<file path="src/rtl/keypad_pkg.sv">
// Shared types and constants for the 4x4 keypad scanner: debounce states,
// row strobe reset pattern, frame result encoding and the index-to-keycap table.
package keypad_pkg;

    typedef enum logic [1:0] {
        IDLE        = 2'd0,
        PRESS_CHK   = 2'd1,
        HELD        = 2'd2,
        RELEASE_CHK = 2'd3
    } kp_state_e;

    localparam logic [3:0] ROW_RESET = 4'b1110;

    // Result of one full scan frame; hit=0 means no key was seen.
    typedef struct packed {
        logic       hit;
        logic [3:0] idx;
    } frame_res_t;

    localparam frame_res_t FRAME_NONE = '{hit: 1'b0, idx: 4'd0};

    // Keycap legend by matrix index (row*4+col); '*' reports as E, '#' as F.
    localparam logic [3:0] KEY_CODE_MAP [16] = '{
        4'h1, 4'h2, 4'h3, 4'hA,
        4'h4, 4'h5, 4'h6, 4'hB,
        4'h7, 4'h8, 4'h9, 4'hC,
        4'hE, 4'h0, 4'hF, 4'hD
    };

    function automatic logic [3:0] key_code_of(input logic [3:0] idx);
        return KEY_CODE_MAP[idx];
    endfunction

endpackage

</file>
<file path="src/rtl/keypad_encoder.sv">
// Combinational column encoder: turns the active-low column readback of one
// strobed row into a matrix index, lowest column winning.
module keypad_encoder
    import keypad_pkg::*;
(
    input  logic [1:0] row_idx_i,
    input  logic [3:0] col_n_i,
    output logic       hit_o,
    output logic [3:0] index_o
);

    logic [1:0] col_idx;

    always_comb begin
        col_idx = 2'd0;
        // Scan downwards so the lowest pressed column is the last assignment.
        for (int c = 3; c >= 0; c--) begin
            if (!col_n_i[c]) begin
                col_idx = 2'(c);
            end
        end
    end

    assign hit_o   = ~&col_n_i;
    assign index_o = {row_idx_i, col_idx};

endmodule

</file>
<file path="src/rtl/keypad_scanner.sv">
// 4x4 matrix keypad scanner: row strobing, column synchronisation, per-frame
// lowest-key resolution, frame-based debounce and a one-entry output buffer.
module keypad_scanner
    import keypad_pkg::*;
#(
    parameter int SCAN_DIV_W     = 16,
    parameter int DEBOUNCE_SCANS = 4
) (
    input  logic       clk,
    input  logic       rst,
    input  logic [3:0] col_n,
    output logic [3:0] row_n,
    output logic [3:0] key_code,
    output logic       key_valid,
    input  logic       key_ready,
    output logic       key_held,
    output logic       overflow
);

    localparam logic [3:0] DB_N = 4'(DEBOUNCE_SCANS);

    logic [3:0]            col_meta_q;
    logic [3:0]            col_sync_q;
    logic [SCAN_DIV_W-1:0] div_q;
    logic [3:0]            row_n_q;
    logic [1:0]            row_idx_q;
    frame_res_t            acc_q;

    logic       tick;
    logic       frame_end;
    logic       enc_hit;
    logic [3:0] enc_idx;
    frame_res_t frame_cur;

    kp_state_e  state_q, state_d;
    logic [3:0] cand_q, cand_d;
    logic [3:0] cnt_q, cnt_d;
    logic [3:0] cnt_inc;
    logic       emit;
    logic [3:0] emit_idx;

    logic       key_valid_q, key_valid_d;
    logic [3:0] key_code_q, key_code_d;
    logic       overflow_q, overflow_d;
    logic       key_held_q, key_held_d;
    logic       consume;

    assign tick      = &div_q;
    assign frame_end = tick && (row_idx_q == 2'd3);

    keypad_encoder u_encoder (
        .row_idx_i (row_idx_q),
        .col_n_i   (col_sync_q),
        .hit_o     (enc_hit),
        .index_o   (enc_idx)
    );

    // Rows are visited in ascending order, so the first hit in a frame is
    // already the lowest index; later rows only fill in when nothing was seen.
    always_comb begin
        frame_cur = (row_idx_q == 2'd0) ? FRAME_NONE : acc_q;
        if (!frame_cur.hit && enc_hit) begin
            frame_cur = '{hit: 1'b1, idx: enc_idx};
        end
    end

    always_ff @(posedge clk) begin
        if (rst) begin
            col_meta_q <= 4'hF;
            col_sync_q <= 4'hF;
            div_q      <= '0;
            row_n_q    <= ROW_RESET;
            row_idx_q  <= 2'd0;
            acc_q      <= FRAME_NONE;
        end else begin
            col_meta_q <= col_n;
            col_sync_q <= col_meta_q;
            div_q      <= div_q + 1'b1;
            if (tick) begin
                acc_q     <= frame_cur;
                row_n_q   <= {row_n_q[2:0], row_n_q[3]};
                row_idx_q <= row_idx_q + 2'd1;
            end
        end
    end

    assign cnt_inc = cnt_q + 4'd1;

    always_comb begin
        state_d  = state_q;
        cand_d   = cand_q;
        cnt_d    = cnt_q;
        emit     = 1'b0;
        emit_idx = cand_q;
        if (frame_end) begin
            case (state_q)
                IDLE: begin
                    if (frame_cur.hit) begin
                        cand_d = frame_cur.idx;
                        cnt_d  = 4'd1;
                        if (DB_N == 4'd1) begin
                            emit     = 1'b1;
                            emit_idx = frame_cur.idx;
                            state_d  = HELD;
                        end else begin
                            state_d = PRESS_CHK;
                        end
                    end
                end
                PRESS_CHK: begin
                    if (!frame_cur.hit) begin
                        state_d = IDLE;
                    end else if (frame_cur.idx == cand_q) begin
                        cnt_d = cnt_inc;
                        if (cnt_inc == DB_N) begin
                            emit    = 1'b1;
                            state_d = HELD;
                        end
                    end else begin
                        cand_d = frame_cur.idx;
                        cnt_d  = 4'd1;
                    end
                end
                HELD: begin
                    // A single empty frame already satisfies a debounce depth of 1.
                    if (!frame_cur.hit) begin
                        cnt_d   = 4'd1;
                        state_d = (DB_N == 4'd1) ? IDLE : RELEASE_CHK;
                    end
                end
                RELEASE_CHK: begin
                    if (frame_cur.hit) begin
                        state_d = HELD;
                    end else begin
                        cnt_d = cnt_inc;
                        if (cnt_inc == DB_N) begin
                            state_d = IDLE;
                        end
                    end
                end
                default: state_d = IDLE;
            endcase
        end
    end

    assign consume    = key_valid_q & key_ready;
    assign key_held_d = (state_d == HELD) || (state_d == RELEASE_CHK);

    always_comb begin
        key_valid_d = key_valid_q;
        key_code_d  = key_code_q;
        overflow_d  = overflow_q;
        if (consume) begin
            key_valid_d = 1'b0;
        end
        if (emit) begin
            if (!key_valid_q || consume) begin
                key_code_d  = key_code_of(emit_idx);
                key_valid_d = 1'b1;
            end else begin
                overflow_d = 1'b1;
            end
        end
    end

    always_ff @(posedge clk) begin
        if (rst) begin
            state_q     <= IDLE;
            cand_q      <= 4'd0;
            cnt_q       <= 4'd0;
            key_valid_q <= 1'b0;
            key_code_q  <= 4'd0;
            overflow_q  <= 1'b0;
            key_held_q  <= 1'b0;
        end else begin
            state_q     <= state_d;
            cand_q      <= cand_d;
            cnt_q       <= cnt_d;
            key_valid_q <= key_valid_d;
            key_code_q  <= key_code_d;
            overflow_q  <= overflow_d;
            key_held_q  <= key_held_d;
        end
    end

    assign row_n     = row_n_q;
    assign key_code  = key_code_q;
    assign key_valid = key_valid_q;
    assign key_held  = key_held_q;
    assign overflow  = overflow_q;

endmodule

</file>
<file path="config.mk">
export PLATFORM = sky130hd
export DESIGN_NAME = keypad_scanner
export DESIGN_NICKNAME = d
export VERILOG_FILES = /design/src/rtl/keypad_pkg.sv /design/src/rtl/keypad_encoder.sv /design/src/rtl/keypad_scanner.sv
export SDC_FILE = /design/constraint.sdc
export NUM_CORES = 1
export LEC_CHECK = 0
export ABC_AREA = 1
export ABC_CLOCK_PERIOD_IN_PS = 1800
export CAP_MARGIN = 20
export CORE_MARGIN = 10
export CORE_UTILIZATION = 49
export CTS_CLUSTER_SIZE = 24
export DETAILED_ROUTE_END_ITERATION = 10
export PLACE_DENSITY_LB_ADDON = 0.05
export RECOVER_POWER = 25
export SYNTH_ARGS = -nofsm -noshare
export SYNTH_HDL_FRONTEND = slang
export SYNTH_HIERARCHICAL = 1
export SYNTH_SLANG_ARGS = --single-unit
</file>
<file path="constraint.sdc">
create_clock -name clk -period 1.8 [get_ports clk]
set_input_delay 0.36 -clock clk [delete_from_list [all_inputs] [get_ports clk]]
set_output_delay 0.36 -clock clk [all_outputs]
set_load 0.02 [all_outputs]
</file>
==> impl_metrics.env, run 1 <==
export IMPL_clk_pin_slew_worst_paths_ns=0.11
export IMPL_worst_pin_slew_ns=0.731
export IMPL_fin_cells=493
export IMPL_core_sq_um=5140
export IMPL_async_reset_ff_frac=0
export IMPL_drc=0
export IMPL_violations="negative setup slack"
export IMPL_cts_path_max_buffers=2
export IMPL_grt_start_max_net_pins=25
export IMPL_max_freq_mhz=546
export IMPL_crit_required_ns=2.05
export IMPL_grt_pass1_vias=2138
export IMPL_seq_power_share=0.537
export IMPL_status="finished with violations"
export IMPL_cts_root_buf="clkbuf_8"
export IMPL_p_switching_mw=0.522
export IMPL_place_gp_congestion=0.895
export IMPL_power_density_nw_per_um2=657
export IMPL_worstPathArrival_ns=2.08
export IMPL_num_vias=2390
export IMPL_ys_seq_area_frac=0.397
export IMPL_worstSetupStartpointType="register"
export IMPL_hold_viol=0
export IMPL_r2r_slack_ns=-0.03
export IMPL_synth_edf_count=0
export IMPL_grt_overflow_total=0
export IMPL_final_nets=438
export IMPL_crit_fanout=8
export IMPL_min_period_ns=1.83
export IMPL_clk_latency_ns=0.31
export IMPL_synth_area_leader_cell="dfxtp_1"
export IMPL_htreeDepth=2
export IMPL_slew_headroom=0.513
export IMPL_grtUsageTotal=0.130
export IMPL_cts_tree="yes"
export IMPL_area_delta_synth_final_pct=26.6
export IMPL_comb_power_share=0.078
export IMPL_p_total_mw=2.18
export IMPL_yosysMostFrequentCell="nand2_1"
export IMPL_row_count=26
export IMPL_critPathCaptureType="register"
export IMPL_yosysUniqueCellTypes=32
export IMPL_critPathKind="register to register"
export IMPL_dr_pass1_iters=4
export IMPL_rsz0062_at_grt="yes"
export IMPL_hold_buffers=0
export IMPL_n_antenna_cell=0
export IMPL_hold_path_class="register to register"
export IMPL_portBuffers=17
export IMPL_start_util=0.510
export IMPL_drt_iter0_drc=77
export IMPL_ys_seq_elements=52
export IMPL_synth_net_count=396
export IMPL_numCtsBuffers=5
export IMPL_synth_top_cells_by_count="nand2_1, nor2_1, dfxtp_1, inv_1, nand3_1"
export IMPL_peakVddDrop_v=0.000511
export IMPL_viasPerCell=4.85
export IMPL_synth_avg_cell_area_sq_um=6.90
export IMPL_finalCritPeriodShare=1.02
export IMPL_synth_main_ff_cell="dfxtp_1"
export IMPL_synthesis_area_sq_um=2620
export IMPL_die_y_um=93.2
export IMPL_setup_ws_ns=-0.0324
export IMPL_internal_power_mw=1.66
export IMPL_yosysWarnings=6
export IMPL_hpwl_um=3950
export IMPL_maxCapViolCount=0
export IMPL_synthCells=380
export IMPL_yosys_top_cells_area="dfxtp_1, nand2_1, nor2_1"
export IMPL_drive_gt1_frac=0.232
export IMPL_grt_antenna_before_repair=0
export IMPL_final_setup_viol_count=5
export IMPL_ant_nets=0
export IMPL_grt_pass1_wl_um=9430
export IMPL_yosysTopAreaCellShare=0.397
export IMPL_p_clk_frac=0.385
export IMPL_clock_skew_ns=0.0131
export IMPL_placed_cells=479
export IMPL_swShare=0.239
export IMPL_wl_um=5680
export IMPL_die_width_um=93.2
export IMPL_clkSinkCount=52
export IMPL_post_drt_wl_per_cell_um=11.5
export IMPL_slew_violations=0
export IMPL_pin_count=18
export IMPL_p_leak_nw=1.40
export IMPL_final_core_util=0.646
export IMPL_die_area_sq_um=8680
==> metrics by stage <==
stage | setup TNS (ns) | instance area, sq um | worst slack (ns) | hold WS (ns)
final | -0.0603 | 3320 | -0.0324 | 0.417
after detailed placement | -0.554 | 3000 | -0.0908 | 0.394
after global placement | -0.198 | 3000 | -0.0566 | 0.392
after global routing | -1.69 | 3320 | -0.174 | 0.435
after floorplan | 0 | 2630 | 0.00602 | 0.389
after CTS | -0.0816 | 3180 | -0.0225 | 0.417
==> cells by family after synthesis <==
kind of cell               after synthesis  synth area share
and+or+nand+nor                        204             0.349
xor gates and xnor gates                 2           0.00668
DFF                                     52             0.397
AOI/OAI and AO/OA                       54             0.115
adders and majority gates                9            0.0429
buffers and inverters                   59            0.0892
==> routing by layer <==
layer / wire length (um) / share of wire / global-route usage
met3: 231 / 0.041 / 0.0384
met1: 2730 / 0.48 / 0.163
met5: 0 / 0 / 0
met2: 2680 / 0.47 / 0.210
met4: 44 / 0.0077 / 0.0386
==> flip-flops by register name, indices dropped and copies added (netlist names) <==
register,cells
key_held,1
col_meta_q,4
key_code,4
col_sync_q,4
cand_q,4
row_n,4
key_valid,1
cnt_q,4
state_q,2
overflow,1
row_idx_q,2
acc_q,5
div_q,16
==> critical path, cell delays in order (launching register included) <==
cell and delay [ns]:
dfxtp_2 0.35, inv_2 0.04, ha_4 0.17, inv_4 0.08
nand2_8 0.08, nand2_8 0.11, nand2_2 0.07, nand3_2 0.06
nand2_1 0.06, nor2_2 0.14, nand2_2 0.09, nor2_4 0.15
nand3_4 0.15, nand2_2 0.09, nand2_1 0.04, nor2_1 0.09
==> timing repair <==
item                                    in CTS  in global routing
endpoints found under the hold margin        0                  0
gates resized for setup                     10                 37
pin swaps                                    4                 14
gates cloned                                 0                  0
endpoints found under the setup margin      13                 18
setup buffers                                5                  1
==> layout make-up <==
class | count | area, sq um
multi-input cells | 269 | 1500
well taps | 70 | 87.6
clock inverters | 3 | 46.3
repair buffers | 46 | 388
clock buffers | 5 | 68.8
fillers | 500 | 1820
flip-flops and latches | 52 | 1050
inverters | 48 | 183
==> placed cells by master (no fill, tap or decap), drive strengths merged, types with 9 or more instances in the layout <==
cell type	Yosys	routed
a21oi	25	25
buf	6	27
clkdlybuf4s50	0	17
dfxtp	52	52
ha	9	9
inv	48	49
nand2	95	95
nand3	31	31
nor2	60	60
o21ai	19	19
==> power groups by stage <==
stage	sequential, mW	combinational (mW)	clock (mW)
floorplan	1.20	0.0945	0
global placement	1.20	0.145	0
detailed placement	1.20	0.145	0
CTS	1.17	0.154	0.865
global route	1.17	0.187	0.899
finish	1.17	0.171	0.840
==> worst paths after layout <==
kind | from | endpoint | cells after the start
setup / recovery | row_idx_q[0] | key_code[0] | 15
hold / removal | col_meta_q[1] | col_sync_q[1] | 1
setup reg to reg | row_idx_q[0] | key_code[0] | 15
hold reg to reg | col_meta_q[1] | col_sync_q[1] | 1
No activity file was read; power rests on OpenSTA's default activity.
==> run 2: changes to the inputs <==
--- a/config.mk
+++ b/config.mk
@@ -12,7 +12,7 @@
 export CORE_UTILIZATION = 49
 export CTS_CLUSTER_SIZE = 24
 export DETAILED_ROUTE_END_ITERATION = 10
-export PLACE_DENSITY_LB_ADDON = 0.05
+export PLACE_DENSITY = 0.72
 export RECOVER_POWER = 25
 export SYNTH_ARGS = -nofsm -noshare
 export SYNTH_HDL_FRONTEND = slang
==> run 2 against run 1 <==
Net effect: the run now ends clean; global-route usage grew 0.48 points; clock skew shrank 0.0016 ns; flip-flop and latch count is the same; critical path depth is the same; first-iteration DRC count grew to 2.6 times the previous value; non-clock buffer count shrank 5; clock power grew 3.8%; largest power group unchanged.
==> impl_metrics.env, run 2 (synthesis results as in run 1) <==
export IMPL_r2r_end="key_code[2]"
export IMPL_place_gp_congestion=0.910
export IMPL_ant_nets=0
export IMPL_dr_pass1_iters=4
export IMPL_drc=0
export IMPL_finalCritPeriodShare=0.994
export IMPL_wl_um=5770
export IMPL_reg_largest_list="div_q x16, acc_q x5"
export IMPL_layout_common_cells="nand2_1, nor2_1, dfxtp_1, inv_1, nand3_1"
export IMPL_numCtsBuffers=5
export IMPL_min_path_cells=1
export IMPL_p_leak_nw=1.40
export IMPL_final_setup_viol_count=0
export IMPL_hold_buffers=0
export IMPL_core_sq_um=5140
export IMPL_worst_path_max_delay_cell="dfxtp_2"
export IMPL_n_antenna_cell=0
export IMPL_worstPathArrival_ns=2.03
export IMPL_pin_count=18
export IMPL_drt_iter0_drc=199
export IMPL_crit_fanout=8
export IMPL_worstSetupStartpointType="register"
export IMPL_grt_pass1_vias=2269
export IMPL_r2r_cells=15
export IMPL_path_delay_family="simple AND/OR/NAND/NOR gates"
export IMPL_hold_viol=0
export IMPL_rr_startpoint="row_idx_q[1]"
export IMPL_slew_violations=0
export IMPL_die_y_um=93.2
export IMPL_row_count=26
export IMPL_worstPathCellList="inv_2 -> ha_4 -> inv_4 -> nand2_8 -> nand2_8 -> nand2_2 -> nand3_2 -> nand2_1 -> nor2_2 -> nand2_2 -> nor2_4 -> nand3_4 -> nand2_1 -> nand2_1 -> nor2_1"
export IMPL_rsz0062_at_grt="yes"
export IMPL_hold_slack_ns=0.413
export IMPL_die_area_sq_um=8680
export IMPL_slowest_delay_ns=0.34
export IMPL_placed_cell_area_sq_um=2980
export IMPL_hold_path_class="register to register"
export IMPL_drive_gt1_frac=0.206
export IMPL_worstHoldStart="col_meta_q[1]"
export IMPL_htreeDepth=2
export IMPL_start_util=0.510
export IMPL_area_delta_synth_final_pct=25.3
export IMPL_multiInputGateArea_sq_um=1500
export IMPL_grt_overflow_total=0
export IMPL_crit_top_cell="nand2_1"
export IMPL_maxCapViolCount=0
export IMPL_slew_headroom=0.776
export IMPL_max_freq_mhz=559
export IMPL_peakVddDrop_v=0.000446
export IMPL_r2r_slack_ns=0.01
export IMPL_largest_reg_flops=16
export IMPL_num_vias=2439
export IMPL_fill_cells=486
export IMPL_post_drt_wl_per_cell_um=11.8
export IMPL_cts_root_buf="clkbuf_8"
export IMPL_die_width_um=93.2
export IMPL_grt_antenna_before_repair=0
export IMPL_fin_tns_setup_ns=0
export IMPL_clk_pin_slew_worst_paths_ns=0.09
export IMPL_power_density_nw_per_um2=674
export IMPL_final_core_util=0.639
export IMPL_final_nets=433
export IMPL_clock_skew_ns=0.0115
export IMPL_worst_pin_slew_ns=0.336
export IMPL_cts_tree="yes"
export IMPL_grt_pass1_wl_um=9850
export IMPL_hold_end="col_sync_q[1]"
export IMPL_clkSinkCount=52
export IMPL_stdcell_area_sq_um=3290
export IMPL_grt_start_max_net_pins=25
export IMPL_cp_buffers_inverters=2
export IMPL_clk_latency_ns=0.31
export IMPL_hpwl_um=4120
export IMPL_crit_required_ns=2.04
export IMPL_cts_path_max_buffers=2
export IMPL_seq_area_sq_um=1040
export IMPL_portBuffers=17
export IMPL_status="complete, no violations"
export IMPL_critPathKind="register to register"
export IMPL_viasPerCell=5.00
export IMPL_path_depth=15
export IMPL_critPathCaptureType="register"
export IMPL_largest_register="div_q"
export IMPL_min_period_ns=1.79
export IMPL_grtUsageTotal=0.135
export IMPL_mostFrequentLayoutCell="nand2_1"
-- run 2: worst max path at each step --
stage / to / slack, ns / startpoint
4_1_cts: key_code[3] / -0.01 / row_idx_q[1]
3_5_place_dp: key_code[1] / -0.07 / row_idx_q[0]
2_1_floorplan: key_code[0] / 0.006 / row_idx_q[0]
3_3_place_gp: key_code[3] / -0.01 / row_idx_q[0]
6_report: key_code[2] / 0.01 / row_idx_q[1]
5_1_grt: key_code[3] / -0.13 / row_idx_q[1]
-- run 2: power by group --
group	switching, mW	total (mW)	internal (mW)
Clock	0.381	0.872	0.491
Combinational	0.0982	0.174	0.0755
Sequential	0.00821	1.17	1.16
-- run 2: cell type report --
class	count	share of cell area
flip-flops and latches	52	0.318
clock inverters	1	0.00914
repair buffers	41	0.107
clock buffers	7	0.0293
inverters	48	0.0556
multi-input cells	269	0.455
well taps	70	0.0266
-- run 2: metal layers --
layer | global-route usage | share of wire | vias to the layer above
li1 | - | - | 1280
met1 | 0.158 | 0.46 | 1096
met2 | 0.231 | 0.47 | 53
met3 | 0.0368 | 0.049 | 10
met4 | 0.0450 | 0.017 | 0
met5 | 0 | 0 | -
-- run 2: timing repair --
| item | in CTS | in global routing |
|---|---|---|
| cloned | 0 | 0 |
| buffers inserted | 0 | 4 |
| resized for setup | 12 | 27 |
| setup endpoints to repair | 13 | 17 |
| pin swaps | 7 | 13 |
-- run 2: per-stage QoR --
step	power [mW]	setup slack, ns	instances
after floorplan	1.29	0.00602	380
after global placement	1.34	-0.0146	476
after detailed placement	1.35	-0.0676	476
after CTS	2.21	-0.0106	484
after global routing	2.29	-0.133	488
final	2.22	0.0106	488
==> run 3: changes to the inputs <==
--- a/config.mk
+++ b/config.mk
@@ -9,10 +9,10 @@
 export ABC_CLOCK_PERIOD_IN_PS = 1800
 export CAP_MARGIN = 20
 export CORE_MARGIN = 10
-export CORE_UTILIZATION = 49
+export CORE_UTILIZATION = 50
 export CTS_CLUSTER_SIZE = 24
 export DETAILED_ROUTE_END_ITERATION = 10
-export PLACE_DENSITY = 0.72
+export PLACE_DENSITY = 0.73
 export RECOVER_POWER = 25
 export SYNTH_ARGS = -nofsm -noshare
 export SYNTH_HDL_FRONTEND = slang
==> run 3 against run 2 <==
Net effect: the flow now finishes with violations (negative setup slack); flip-flop and latch count is the same; utilization grew 0.60 points; die area shrank 1.6%; critical path type unchanged; largest power group unchanged.
==> impl_metrics.env, run 3 (synthesis results as in run 1) <==
export IMPL_critPathCaptureType="register"
export IMPL_num_vias=2465
export IMPL_final_nets=433
export IMPL_fill_cells=467
export IMPL_dr_pass1_iters=4
export IMPL_worstSetupStartpointType="register"
export IMPL_reg_largest_list="div_q x16, acc_q x5"
export IMPL_start_util=0.513
export IMPL_mostFrequentLayoutCell="nand2_1"
export IMPL_crit_required_ns=2.05
export IMPL_drt_iter0_drc=152
export IMPL_max_freq_mhz=545
export IMPL_critPathKind="register to register"
export IMPL_violations="negative setup slack"
export IMPL_hold_path_class="register to register"
export IMPL_pre_cts_slack_ns=-0.0867
export IMPL_cts_path_max_buffers=2
export IMPL_ant_nets=0
export IMPL_hold_viol=0
export IMPL_die_y_um=92.4
export IMPL_die_area_sq_um=8540
export IMPL_hold_buffers=0
export IMPL_grt_pass1_wl_um=9880
export IMPL_grt_pass1_vias=2286
export IMPL_htreeDepth=2
export IMPL_place_gp_congestion=0.920
export IMPL_peakVddDrop_v=0.000409
export IMPL_clk_pin_slew_worst_paths_ns=0.10
export IMPL_n_antenna_cell=0
export IMPL_maxCapViolCount=0
export IMPL_min_period_ns=1.83
export IMPL_p_leak_nw=1.39
export IMPL_largest_reg_flops=16
export IMPL_finalCritPeriodShare=1.02
export IMPL_rsz0062_at_grt="yes"
export IMPL_largest_register="div_q"
export IMPL_clock_skew_ns=0.00574
export IMPL_worstPathArrival_ns=2.08
export IMPL_slew_violations=0
export IMPL_final_setup_viol_count=3
export IMPL_cts_root_buf="clkbuf_8"
export IMPL_p_total_mw=2.02
export IMPL_fin_tns_setup_ns=-0.0464
export IMPL_die_width_um=92.4
export IMPL_r2r_cells=15
export IMPL_worst_pin_slew_ns=0.338
export IMPL_slew_headroom=0.774
export IMPL_viasPerCell=5.05
export IMPL_pin_count=18
export IMPL_power_density_nw_per_um2=612
export IMPL_hpwl_um=4080
export IMPL_drive_gt1_frac=0.237
export IMPL_numCtsBuffers=5
export IMPL_wl_um=5910
export IMPL_grt_start_max_net_pins=25
export IMPL_grt_antenna_before_repair=0
export IMPL_grtUsageTotal=0.138
export IMPL_min_path_cells=1
export IMPL_grt_overflow_total=0
export IMPL_fin_cells=488
export IMPL_clkSinkCount=52
export IMPL_setup_ws_ns=-0.0346
export IMPL_crit_fanout=8
export IMPL_area_delta_synth_final_pct=25.7
export IMPL_drc=0
export IMPL_status="finished with violations"
export IMPL_stdcell_area_sq_um=3300
export IMPL_placed_cell_area_sq_um=2960
export IMPL_cts_tree="yes"
export IMPL_core_sq_um=5110
export IMPL_post_drt_wl_per_cell_um=12.1
export IMPL_clk_latency_ns=0.31
export IMPL_portBuffers=17
export IMPL_placed_cells=474
export IMPL_layout_common_cells="nand2_1, nor2_1, dfxtp_1, inv_1"
export IMPL_row_count=26
## run 3: changes by cell type in the layout (fill, tap and decap cells not counted), sizes merged
cell	change
bufinv	-1
clkinv	+1
clkinvlp	+2
clkdlybuf4s50	+1
clkbuf	-2
dlygate4sd3	-1
## run 3: metal layers
metal  global-route usage  vias to the layer above  routed length, um
met5                    0                        -                  0
met4               0.0707                        0                126
met3               0.0387                       13                283
met2                0.231                       53               2890
met1                0.158                     1121               2610
li1                     -                     1278                  -
## run 3: critical path: stages, from the launching register on
cell	delay, ns
dfxtp_2	0.34
inv_2	0.05
ha_4	0.17
inv_4	0.08
nand2_8	0.08
nand2_8	0.11
nand2_2	0.06
nand3_1	0.09
nand2_2	0.08
nor2_4	0.11
nand2_4	0.07
nor2_4	0.13
nand3_4	0.15
nand2_2	0.09
nand2_1	0.04
nor2_1	0.10
## run 3: through the flow
step	hold slack, ns	util
final	0.412	0.646
after global routing	0.432	0.646
after CTS	0.414	0.612
after detailed placement	0.393	0.580
after global placement	0.392	0.580
after floorplan	0.389	-
## run 3: worst paths after layout
check | startpoint | endpoint | slack [ns]
setup / recovery | row_idx_q[1] | key_code[2] | -0.03
hold / removal | col_meta_q[0] | col_sync_q[0] | 0.41
setup reg to reg | row_idx_q[1] | key_code[2] | -0.03
hold reg to reg | col_meta_q[0] | col_sync_q[0] | 0.41
## run 3: power breakdown
part / total (mW) / internal [mW] / switching (mW)
Clock: 0.672 / 0.276 / 0.397
Sequential: 1.17 / 1.16 / 0.00698
Combinational: 0.175 / 0.0724 / 0.102
## run 3: what timing repair did
| action | 4_1_cts | 5_1_grt |
|---|---|---|
| pin swaps | 9 | 16 |
| resized for setup | 10 | 44 |
| setup endpoints to repair | 13 | 23 |
| setup buffers | 5 | 1 |
## run 3: cell type report
type                       instances  area, sq um  share of cell area
inverter                          48          183              0.0554
timing repair buffer              41          350               0.106
clock buffer                       5         68.8              0.0209
clock inverter                     3         23.8             0.00721
multi-input combinational        269         1540               0.467
sequential                        52         1040               0.317
tap                               70         87.6              0.0266
